$ cat config.mk
export PLATFORM = sky130hd
export DESIGN_NAME = imem_loader
export DESIGN_NICKNAME = d
export VERILOG_FILES = /design/src/rtl/imem_loader.sv
export SDC_FILE = /design/constraint.sdc
export NUM_CORES = 1
export LEC_CHECK = 0
export ABC_CLOCK_PERIOD_IN_PS = 3750
export CORE_ASPECT_RATIO = 1.4
export CORE_MARGIN = 2
export CORE_UTILIZATION = 58
export CTS_CLUSTER_DIAMETER = 80
export DETAILED_ROUTE_END_ITERATION = 6
export PLACE_DENSITY = 0.85
export SLEW_MARGIN = 0
export SYNTH_ARGS = -nofsm -noshare
export SYNTH_HDL_FRONTEND = slang
export SYNTH_SLANG_ARGS = --single-unit
$ cat constraint.sdc
create_clock -name clk -period 3.75 [get_ports clk]
set_clock_uncertainty 0.2 [all_clocks]
set_input_delay 0.375 -clock clk [delete_from_list [all_inputs] [get_ports clk]]
set_output_delay 0.375 -clock clk [all_outputs]
set_load 0.02 [all_outputs]
$ cat src/rtl/imem_loader.sv
// rtl/imem_loader.sv - byte-stream loader that frames, checksums and writes 32-bit words into instruction memory.
// Frame: A5, count lo, count hi, 4*count little-endian data bytes, XOR checksum byte.
module imem_loader #(
  parameter int ADDR_W = 8
) (
  input  logic        clk,
  input  logic        rst_n,
  input  logic [7:0]  in_data,
  input  logic        in_valid,
  output logic        in_ready,
  output logic        mem_we,
  output logic [31:0] mem_addr,
  output logic [31:0] mem_wdata,
  output logic        cpu_hold,
  output logic        done,
  output logic        err
);

  typedef enum logic [2:0] {IDLE, LEN_LO, LEN_HI, DATA, CSUM, RESP} state_t;

  localparam logic [16:0] MAX_WORDS = 17'd1 << ADDR_W;

  state_t        state_q, state_d;
  logic [15:0]   cnt_q, cnt_d;
  logic [ADDR_W:0] widx_q, widx_d;
  logic [1:0]    lane_q, lane_d;
  logic [23:0]   word_q, word_d;
  logic [7:0]    xor_q, xor_d;
  logic          pass_q, pass_d;
  logic          we_q, we_d;
  logic [31:0]   addr_q, addr_d;
  logic [31:0]   wdata_q, wdata_d;

  logic          accept;
  logic [15:0]   count_rx;
  logic          last_word;

  assign in_ready  = (state_q != RESP);
  assign accept    = in_valid && in_ready;
  assign count_rx  = {in_data, cnt_q[7:0]};
  assign last_word = (16'(widx_q) == (cnt_q - 16'd1));

  always_ff @(posedge clk or negedge rst_n) begin
    if (!rst_n) begin
      state_q <= IDLE;
      cnt_q   <= '0;
      widx_q  <= '0;
      lane_q  <= '0;
      word_q  <= '0;
      xor_q   <= '0;
      pass_q  <= 1'b0;
      we_q    <= 1'b0;
      addr_q  <= '0;
      wdata_q <= '0;
    end else begin
      state_q <= state_d;
      cnt_q   <= cnt_d;
      widx_q  <= widx_d;
      lane_q  <= lane_d;
      word_q  <= word_d;
      xor_q   <= xor_d;
      pass_q  <= pass_d;
      we_q    <= we_d;
      addr_q  <= addr_d;
      wdata_q <= wdata_d;
    end
  end

  always_comb begin
    state_d = state_q;
    cnt_d   = cnt_q;
    widx_d  = widx_q;
    lane_d  = lane_q;
    word_d  = word_q;
    xor_d   = xor_q;
    pass_d  = pass_q;
    we_d    = 1'b0;
    addr_d  = addr_q;
    wdata_d = wdata_q;

    case (state_q)
      IDLE: begin
        if (accept && in_data == 8'hA5) begin
          state_d = LEN_LO;
          widx_d  = '0;
          lane_d  = '0;
          word_d  = '0;
          xor_d   = '0;
        end
      end
      LEN_LO: begin
        if (accept) begin
          cnt_d   = {8'h00, in_data};
          state_d = LEN_HI;
        end
      end
      LEN_HI: begin
        if (accept) begin
          cnt_d = count_rx;
          // Out-of-range lengths skip straight to the response without touching memory.
          if (count_rx == 16'd0 || {1'b0, count_rx} > MAX_WORDS) begin
            pass_d  = 1'b0;
            state_d = RESP;
          end else begin
            state_d = DATA;
          end
        end
      end
      DATA: begin
        if (accept) begin
          xor_d  = xor_q ^ in_data;
          lane_d = lane_q + 2'd1;
          case (lane_q)
            2'd0: word_d[7:0]   = in_data;
            2'd1: word_d[15:8]  = in_data;
            2'd2: word_d[23:16] = in_data;
            default: begin
              we_d    = 1'b1;
              wdata_d = {in_data, word_q};
              addr_d  = 32'({widx_q[ADDR_W-1:0], 2'b00});
              widx_d  = widx_q + 1'b1;
              if (last_word) state_d = CSUM;
            end
          endcase
        end
      end
      CSUM: begin
        if (accept) begin
          pass_d  = (in_data == xor_q);
          state_d = RESP;
        end
      end
      default: state_d = IDLE;
    endcase
  end

  assign mem_we    = we_q;
  assign mem_addr  = addr_q;
  assign mem_wdata = wdata_q;
  assign cpu_hold  = (state_q != IDLE);
  assign done      = (state_q == RESP) && pass_q;
  assign err       = (state_q == RESP) && !pass_q;

endmodule

==> run metrics, run 1 <==
status=finished, final reports clean; Hold Vio Cnt, Final=0; Int Pwr=0.002263 W; flops & latches, synth=104; hold crit path type=reg -> reg; Routed WL per cell=17.38 um; vias in the first global route=just over 4000; share of layout cells above drive strength 1=7.276%; violation count after the first detailed-route iteration=291; Most used DFF post-synth=dfrtp_1; power share of the combinational group=28.0%; reg2reg end=state_q[0]$_DFFE_PN0P_; Pre-antenna DRT Iters=5; Max Cap Violations=0; placed wire-length estimate=8556 um; global-route wire length before repair=between 15000 and 20000 um; routability congestion estimate=slightly below 0.9; Critical Path AT=2.19 ns; P_sw=0.001242 W; row count=40; Setup Viol. Count Final=0; H-tree levels=3; Layout Nets=604; post-CTS resize count=0; die height=roughly 120 um; crit path kind=reg -> out; CP Launch Type=register; initial core utilization=59.69%; CTS tree=yes; ANT cells=0; Cells after Synth=between 500 and 600; largest net degree at the start of global routing=56; Global Route Usage Sum=26.46%; Core ar.=8608 sq um; Setup crit end kind=primary output; number of flops mapped to enable cells by yosys=0; die span in x=83.55 um; unrepaired setup endpoints after global routing=no; Final Util=69.22%; Setup crit end=err; Post-Syn Area=5139 sq um; die footprint=9639 sq um; antenna violations before repair=0; Port-buffer cells=55; clock period minus worst slack=~2.8 ns; Avg Cell Area, Syn=roughly 9.5 sq um; leakage power=between 2 and 3 nW; footprint of the multi-input gates=2222 sq um; Worst R2R Path Depth=6; ys async rst share=100.0%; clock tree root buffer cell=clkbuf_16; register area share after synthesis=between 50 and 60%; fin crit share=between 70% and 80%; register area=approximately 2600 sq um; max frequency=between 300 and 400 MHz; Sequential Power Share=a little under half; TritonCTS Buffers=9; Fin Setup TNS=0 ns; Vias/cell=5.826; Final Slew Violations=0; Yosys warnings=0; Pwr Density=588.1 nW/um^2; Area growth syn-to-layout=15.95%; number of routed nets with antenna violations=0; Clock power frac=about 25%; clock sink count=104; I/O Pins=80; worst-case clock buffer depth=2; Switching Share=a little over a third; Max VDD drop=0.0004183 V; worst slew pin tran=0.6925 ns; r2r setup slk=~1.1 ns; Filler cells=651; DRC=0; wirelength, routed=12100 um; Clock transition at path regs=0.07 ns; CP startpoint=state_q[1]$_DFFE_PN0P_; Required @ worst endpoint=between 3 and 4 ns; slew margin rel.=a little over half; launching point of the worst reg2reg path=cnt_q[4]$_DFFE_PN0P_; distinct cell type count after synthesis=56; CP Max Fanout=22; vias post-DR=roughly 4100; gr ovfl total=0; Skew-Pair Late Insertion Delay=0.35 ns
## synthesized netlist by cell type, types with 6 or more instances
master	n	area, sq um
nand2_1	125	469.2
inv_1	20	75.07
xor2_1	8	70.07
a22o_1	34	297.8
clkbuf_1	27	101.4
dfrtp_1	104	2603
nand2b_1	7	43.79
xnor2_1	12	105.1
or3_1	6	37.54
ha_1	7	87.58
mux2_2	9	101.4
nand4_1	6	37.54
nor2_1	29	108.9
o21ai_0	39	195.2
nor3_1	8	40.04
a21oi_1	6	30.03
buf_4	25	187.7
## area by class of cell
class	count	share of cell area [%]
inverters	21	1.323
flip-flops and latches	104	43.68
clock buffers	11	3.906
multi-input cells	382	37.30
repair buffers	68	10.88
well taps	105	2.205
clock inverters	5	0.7140
## logic make-up after synthesis
kind of cell / Yosys count / synth area share (%)
multiplexers: 15 / 3.165
AO/OA/AOI/OAI: 106 / 14.61
AND/OR/NAND/NOR: 210 / 18.60
flip-flops: 104 / 50.65
XOR/XNOR: 20 / 3.409
adder cells (fa/ha/maj): 7 / 1.704
other: 1 / 0.07298
buffers and inverters: 79 / 7.791
## cells in the final DEF, fill, tap and decap left out, types with 4 or more instances in the layout
cell             instances
nand2_1                125
a21oi_1                  6
buf_4                   13
inv_1                   20
o21ai_0                 39
mux2_2                   9
or4_1                    4
a22o_1                  34
xor2_1                   8
nand4_1                  6
xnor2_1                 12
nand3_1                  5
clkbuf_16                9
dfrtp_1                104
nor4_1                   4
nand2b_1                 7
nor2b_1                  4
nor2_1                  29
or3_1                    6
ha_1                     7
conb_1                  24
mux2i_1                  5
clkdlybuf4s50_1         54
nor3_1                   8
## registers in the layout (all words and copies together), names as in the netlist
signal     flops
pass_q         1
widx_q         9
word_q        24
mem_wdata     32
state_q        3
mem_addr       8
mem_we         1
cnt_q         16
lane_q         2
xor_q          8
## power by group through the flow
stage                     clock network, W  registers, W  logic, W
final                             0.000878       0.00165  0.000980
after global routing              0.000924       0.00168   0.00108
after CTS                         0.000881       0.00163  0.000978
after detailed placement                 0       0.00165  0.000969
after global placement                   0       0.00164  0.000926
after floorplan                          0       0.00152  0.000837
## worst min path at each step
stage / end / depth (start not counted) / start / slack, ns
2_1_floorplan: cnt_q[0]$_DFFE_PN0P_ / 0 / rst_n / -0.12
3_5_place_dp: mem_addr[7]$_DFFE_PN0P_ / 1 / rst_n / 0.26
4_1_cts: mem_wdata[20]$_DFFE_PN0P_ / 2 / mem_wdata[20]$_DFFE_PN0P_ / 0.28
6_report: mem_wdata[20]$_DFFE_PN0P_ / 2 / mem_wdata[20]$_DFFE_PN0P_ / 0.28
5_1_grt: mem_wdata[13]$_DFFE_PN0P_ / 2 / mem_wdata[13]$_DFFE_PN0P_ / 0.31
3_3_place_gp: mem_addr[9]$_DFFE_PN0P_ / 1 / rst_n / 0.25
## repair_timing
item / CTS / global route
endpoints found under the hold margin: 53 / 0
buffers inserted: 0 / 0
hold buffers: 1 / 0
## per-layer routing
metal	share of wire, %	track usage, %
met2	52	47.15
met4	4.0	13.66
met1	39	31.20
met5	0	0
met3	4.5	4.020
## worst max-delay path, cell delays in order, from the launching register on
cell             delay [ns]
dfrtp_1                0.62
nor2b_1                0.38
nand2_1                0.12
nor2_1                 0.12
clkdlybuf4s50_1        0.61
## through the flow
step	cells	total power, W	hold WS (ns)	worst slack, ns	cell area, sq um
2_1_floorplan	565	0.002354	-0.1206	1.223	5225
3_3_place_gp	679	0.002564	0.2488	0.7757	5673
3_5_place_dp	679	0.002622	0.2583	0.7075	5673
4_1_cts	696	0.003494	0.2806	0.9981	5958
5_1_grt	696	0.003679	0.3084	0.8696	5958
6_report	696	0.003504	0.2820	0.9900	5958
(Power assumes the default switching activity.)
==> run 2, diff against run 1 <==
- ABC_CLOCK_PERIOD_IN_PS: 3750 -> 2500
- CORE_UTILIZATION: 58 -> 49
- PLACE_DENSITY: 0.85 -> 0.77
- clock period: 3.75 -> 2.5 ns (I/O delays scaled with it)
==> run metrics, run 2 (synthesized netlist as in run 1, its figures left out) <==
worst-case clock buffer depth=2 (unchanged); vias in the first global route=4257 (+5.1%); status=finished, final reports clean; I/O Pins=80 (unchanged); most frequent cells in the layout=125 x nand2_1, 104 x dfrtp_1, 50 x clkdlybuf4s50_1, 39 x o21ai_0, 38 x buf_4; Setup crit end kind=register; CP startpoint=in_data[6]; Fin Setup TNS=0 ns (unchanged); die footprint=11330 sq um (+18%); vias post-DR=4135 (+2.0%); Routed WL per cell=16.49 um (-5.1%); final instance area=6274 sq um (+5.3%); share of layout cells above drive strength 1=12.30% (+5.0 points); Post-CTS Setup Inserts=0 (unchanged); Overall Power=0.005609 W (+60%); gr ovfl total=0 (unchanged); hold crit path type=in -> async; clock period minus worst slack=2.404 ns; Max Cap Violations=0 (unchanged); launching point of the worst reg2reg path=cnt_q[4]$_DFFE_PN0P_; Clock transition at path regs=0.07 ns (about the same); fin crit share=a little over nine tenths; die height=125.2 um (+8.5%); Required @ worst endpoint=2.54 ns (-0.63 ns); antenna violations before repair=0 (unchanged); largest net degree at the start of global routing=53 (-5.4%); global-route wire length before repair=20780 um (+4.0%); max FFs per register=32 (unchanged); number of routed nets with antenna violations=0 (unchanged); H-tree levels=3 (unchanged); commonest non-fill, non-tap cell in the layout=nand2_1; violation count after the first detailed-route iteration=225 (-23%); Global Route Usage Sum=22.92% (-3.5 points); Max VDD drop=0.0004462 V (+6.7%); slew margin rel.=56.81% (+3.0 points); Vias/cell=5.470 (-6.1%); CP Launch Type=input pin; clock tree root buffer cell=clkbuf_16; Hold Vio Cnt, Final=0 (unchanged); Layout Nets=631 (+4.5%); initial core utilization=49.91% (-9.8 points); Skew-Pair Late Insertion Delay=0.36 ns (about the same); CP Max Fanout=2 (-91%); Core ar.=10290 sq um (+20%); TritonCTS Buffers=9 (unchanged); Port-buffer cells=55 (unchanged); die span in x=90.55 um (+8.4%); row count=44 (+10%); leakage power=2.961 nW (+6.3%); routability congestion estimate=0.9359 (+6.2%); placed cell area=5942 sq um (+4.7%); Pwr Density=894.1 nW/um^2 (+52%); Final Slew Violations=0 (unchanged); crit path kind=in -> reg; DRC=0 (unchanged); max frequency=between 400 and 500 MHz; CTS tree=yes; Critical Path AT=2.44 ns (+0.25 ns); clock sink count=104 (unchanged); wirelength, routed=12470 um (+3.1%); worst slew pin tran=0.6479 ns (-0.04460 ns); Pre-antenna DRT Iters=4 (-1); Setup Viol. Count Final=0 (unchanged); placed wire-length estimate=9131 um (+6.7%); Area growth syn-to-layout=22.08%; ANT cells=0 (unchanged)
run 2: report_power, final:
| part | internal, W | leakage, nW | switching (W) |
|---|---|---|---|
| Combinational | 0.000821 | 1.40 | 0.000966 |
| Clock | 0.000798 | 0.151 | 0.000674 |
| Sequential | 0.00203 | 1.41 | 0.000324 |
run 2: final timing paths:
kind / slack (ns) / cells past startpoint / endpoint
setup / recovery: 0.1 / 7 / pass_q$_DFFE_PN0P_
hold / removal: 0.27 / 2 / mem_addr[7]$_DFFE_PN0P_
hold reg to reg: 0.27 / 2 / mem_wdata[14]$_DFFE_PN0P_
min in group clk: 0.27 / 2 / mem_wdata[14]$_DFFE_PN0P_
max in group asynchronous: 1.23 / 3 / mem_wdata[14]$_DFFE_PN0P_
setup reg to reg: 0.13 / 6 / state_q[2]$_DFFE_PN0P_
run 2: per-stage QoR:
stage | instances | setup WS, ns | utilization [%] | hold slack, ns
2_1_floorplan | 565 | 0.09764 | - | -0.2456
3_3_place_gp | 739 | -0.3826 | 57.72 | 0.1064
3_5_place_dp | 739 | -0.4322 | 57.72 | 0.1163
4_1_cts | 756 | 0.05937 | 60.84 | 0.2787
5_1_grt | 756 | -0.001806 | 60.94 | 0.3043
6_report | 756 | 0.09550 | 60.94 | 0.2674
run 2: routing by layer:
metal / routed length (um) / track usage (%)
met1: 4861 / 26.89
met2: 6634 / 40.17
met3: 607 / 4.518
met4: 364 / 10.77
met5: 0 / 0
run 2: final cells by class:
cell class              instances  area, sq um
fillers                       871         4021
flip-flops and latches        104         2603
multi-input cells             382         2236
repair buffers                 95        870.8
clock buffers                   9        225.2
well taps                     138        172.7
clock inverters                 7        87.58
inverters                      21        78.83
run 2: repair_timing:
item | CTS | global route
setup endpoints to repair | 3 | 5
pin swaps | 1 | 0
gates resized for setup | 5 | 3
hold buffers | 1 | 0
endpoints found under the hold margin | 46 | 0
run 2: critical path: stages:
cell           delay [ns]
dlygate4sd2_1        0.28
or4_4                0.55
or4_1                0.42
a311oi_2             0.34
nor3b_1              0.10
o211ai_2             0.16
mux2_1               0.34
==> run 3, diff against run 2 <==
- CORE_ASPECT_RATIO: 1.4 -> 1.5
==> run metrics, run 3 (synthesized netlist as in run 1, its figures left out) <==
reg2reg end=state_q[2]$_DFFE_PN0P_; fin crit share=97.53% (+1.4 points); Final Slew Violations=0 (unchanged); Required @ worst endpoint=2.54 ns (about the same); gr ovfl total=0 (unchanged); Area growth syn-to-layout=22.38%; DRC=0 (unchanged); worst slew pin tran=0.6217 ns (-0.02615 ns); unrepaired setup endpoints after global routing=no; violation count after the first detailed-route iteration=252 (+12%); Overall Power=0.005619 W (+0.17%); row count=45 (+2.3%); Layout Cells excl Fill=762 (+0.79%); slowest stage delay, CP=0.54 ns (about the same); Pre-antenna DRT Iters=5 (+1); r2r setup slk=0.17 ns (+0.04 ns); DP Cell Count=745 (+0.81%); share of layout cells above drive strength 1=12.24% (-0.059 points); Critical Path AT=2.48 ns (+0.04 ns); clock sink count=104 (unchanged); Port-buffer cells=55 (unchanged); Top delay family on crit path=simple AND/OR/NAND/NOR gates; CP Launch Type=input pin; Routed WL per cell=16.09 um (-2.4%); Worst path depth=8 (+1); Setup crit end kind=register; clock tree root buffer cell=clkbuf_16; global-route wire length before repair=20110 um (-3.2%); status=finished, final reports clean; launching point of the worst reg2reg path=cnt_q[4]$_DFFE_PN0P_; CTS tree=yes; most frequent cells in the layout=125 x nand2_1, 104 x dfrtp_1, 54 x clkdlybuf4s50_1, 42 x buf_4, 39 x o21ai_0; hold slack=0.2022 ns (-0.06523 ns); TritonCTS Buffers=9 (unchanged); pre-CTS WS=-0.2917 ns (+0.1405 ns); Global Route Usage Sum=23.20% (+0.28 points); antenna violations before repair=0 (unchanged); largest net degree at the start of global routing=53 (unchanged); clock period minus worst slack=2.438 ns (+0.03383 ns); CP bufs+invs=2 (+1); crit path kind=in -> reg; number of routed nets with antenna violations=0 (unchanged); vias in the first global route=4036 (-5.2%); H-tree levels=3 (unchanged); Max VDD drop=0.0004540 V (+1.8%); Skew-Pair Late Insertion Delay=0.35 ns (about the same); Vias/cell=5.396 (-1.3%); final instance area=6289 sq um (+0.24%); wirelength, routed=12260 um (-1.6%); I/O Pins=80 (unchanged); Hold Vio Cnt, Final=0 (unchanged); initial core utilization=50.42% (+0.51 points); setup ws final=0.06167 ns (-0.03383 ns); Setup Viol. Count Final=0 (unchanged); CP Max Fanout=3 (+1); Max Cap Violations=0 (unchanged); max frequency=410.1 MHz (-1.4%); placed wire-length estimate=9101 um (-0.32%); die footprint=11340 sq um (about the same); Pwr Density=893.5 nW/um^2 (about the same); crit-path cells=clkdlybuf4s50_1 -> or4_1 -> or4_1 -> a311oi_2 -> buf_4 -> nor4b_1 -> o21a_1 -> a41o_1; Crit path top cell by count=or4_1; die height=129.4 um (+3.4%); Layout Nets=634 (+0.48%); ANT cells=0 (unchanged); Clock transition at path regs=0.07 ns (about the same); leakage power=2.974 nW (+0.45%); routability congestion estimate=0.9372 (+0.14%); slew margin rel.=58.27% (+1.5 points); die span in x=87.62 um (-3.2%); Core ar.=10190 sq um (-1.0%); worst-case clock buffer depth=2 (unchanged); hold crit path type=in -> async; placed cell area=5956 sq um (+0.23%); vias post-DR=4112 (-0.56%); max FFs per register=32 (unchanged); commonest non-fill, non-tap cell in the layout=nand2_1; Worst R2R Path Depth=6 (unchanged); Crit-path slowest cell=or4_1
## run 3: cell types whose count changed in the layout (fill, tap and decap cells not counted), moves of 2 or more
cell and change:
clkbuf_8 +2, clkdlybuf4s50_1 +4, dlygate4sd2_1 -4, buf_4 +4
## run 3: per-stage QoR
stage | utilization, % | TNS [ns]
global route | 61.71 | 0
global placement | 58.44 | -3.704
finish | 61.71 | 0
CTS | 61.68 | 0
floorplan | - | 0
detailed placement | 58.44 | -4.026
## run 3: timing repair
action | CTS | global route
buffers inserted | 0 | 0
hold buffers | 1 | 0
resized for setup | 0 | 1
setup endpoints to repair | 0 | 2
hold endpoints to repair | 33 | 0
## run 3: report_power, final
part | switching, W | internal, W | leakage, nW
clock | 0.000646 | 0.000849 | 0.159
combinational | 0.000938 | 0.000834 | 1.41
sequential | 0.000324 | 0.00203 | 1.41
total | 0.00191 | 0.00371 | 2.97
## run 3: layer usage
metal	up-vias	GRT usage, %	share of wire [%]
met2	141	40.78	53
met1	2000	27.31	39
met5	-	0	0
li1	1940	-	-
met4	0	11.22	3.8
met3	31	3.503	4.2
## run 3: how the worst max path moves through the flow
stage	startpoint	to	slack, ns
after floorplan	in_data[3]	pass_q$_DFFE_PN0P_	0.1
after global placement	in_data[6]	pass_q$_DFFE_PN0P_	-0.29
after detailed placement	in_data[6]	pass_q$_DFFE_PN0P_	-0.29
after CTS	in_data[6]	state_q[2]$_DFFE_PN0P_	0.07
after global routing	in_data[6]	state_q[0]$_DFFE_PN0P_	0.004
final	in_data[6]	state_q[2]$_DFFE_PN0P_	0.06
## run 3: area by class of cell
| type | count | area (sq um) |
|---|---|---|
| fill | 819 | 3902 |
| sequential | 104 | 2603 |
| multi-input combinational | 382 | 2225 |
| timing repair buffer | 98 | 885.9 |
| clock buffer | 11 | 252.7 |
| tap | 141 | 176.4 |
| inverter | 21 | 78.83 |
| clock inverter | 5 | 67.56 |
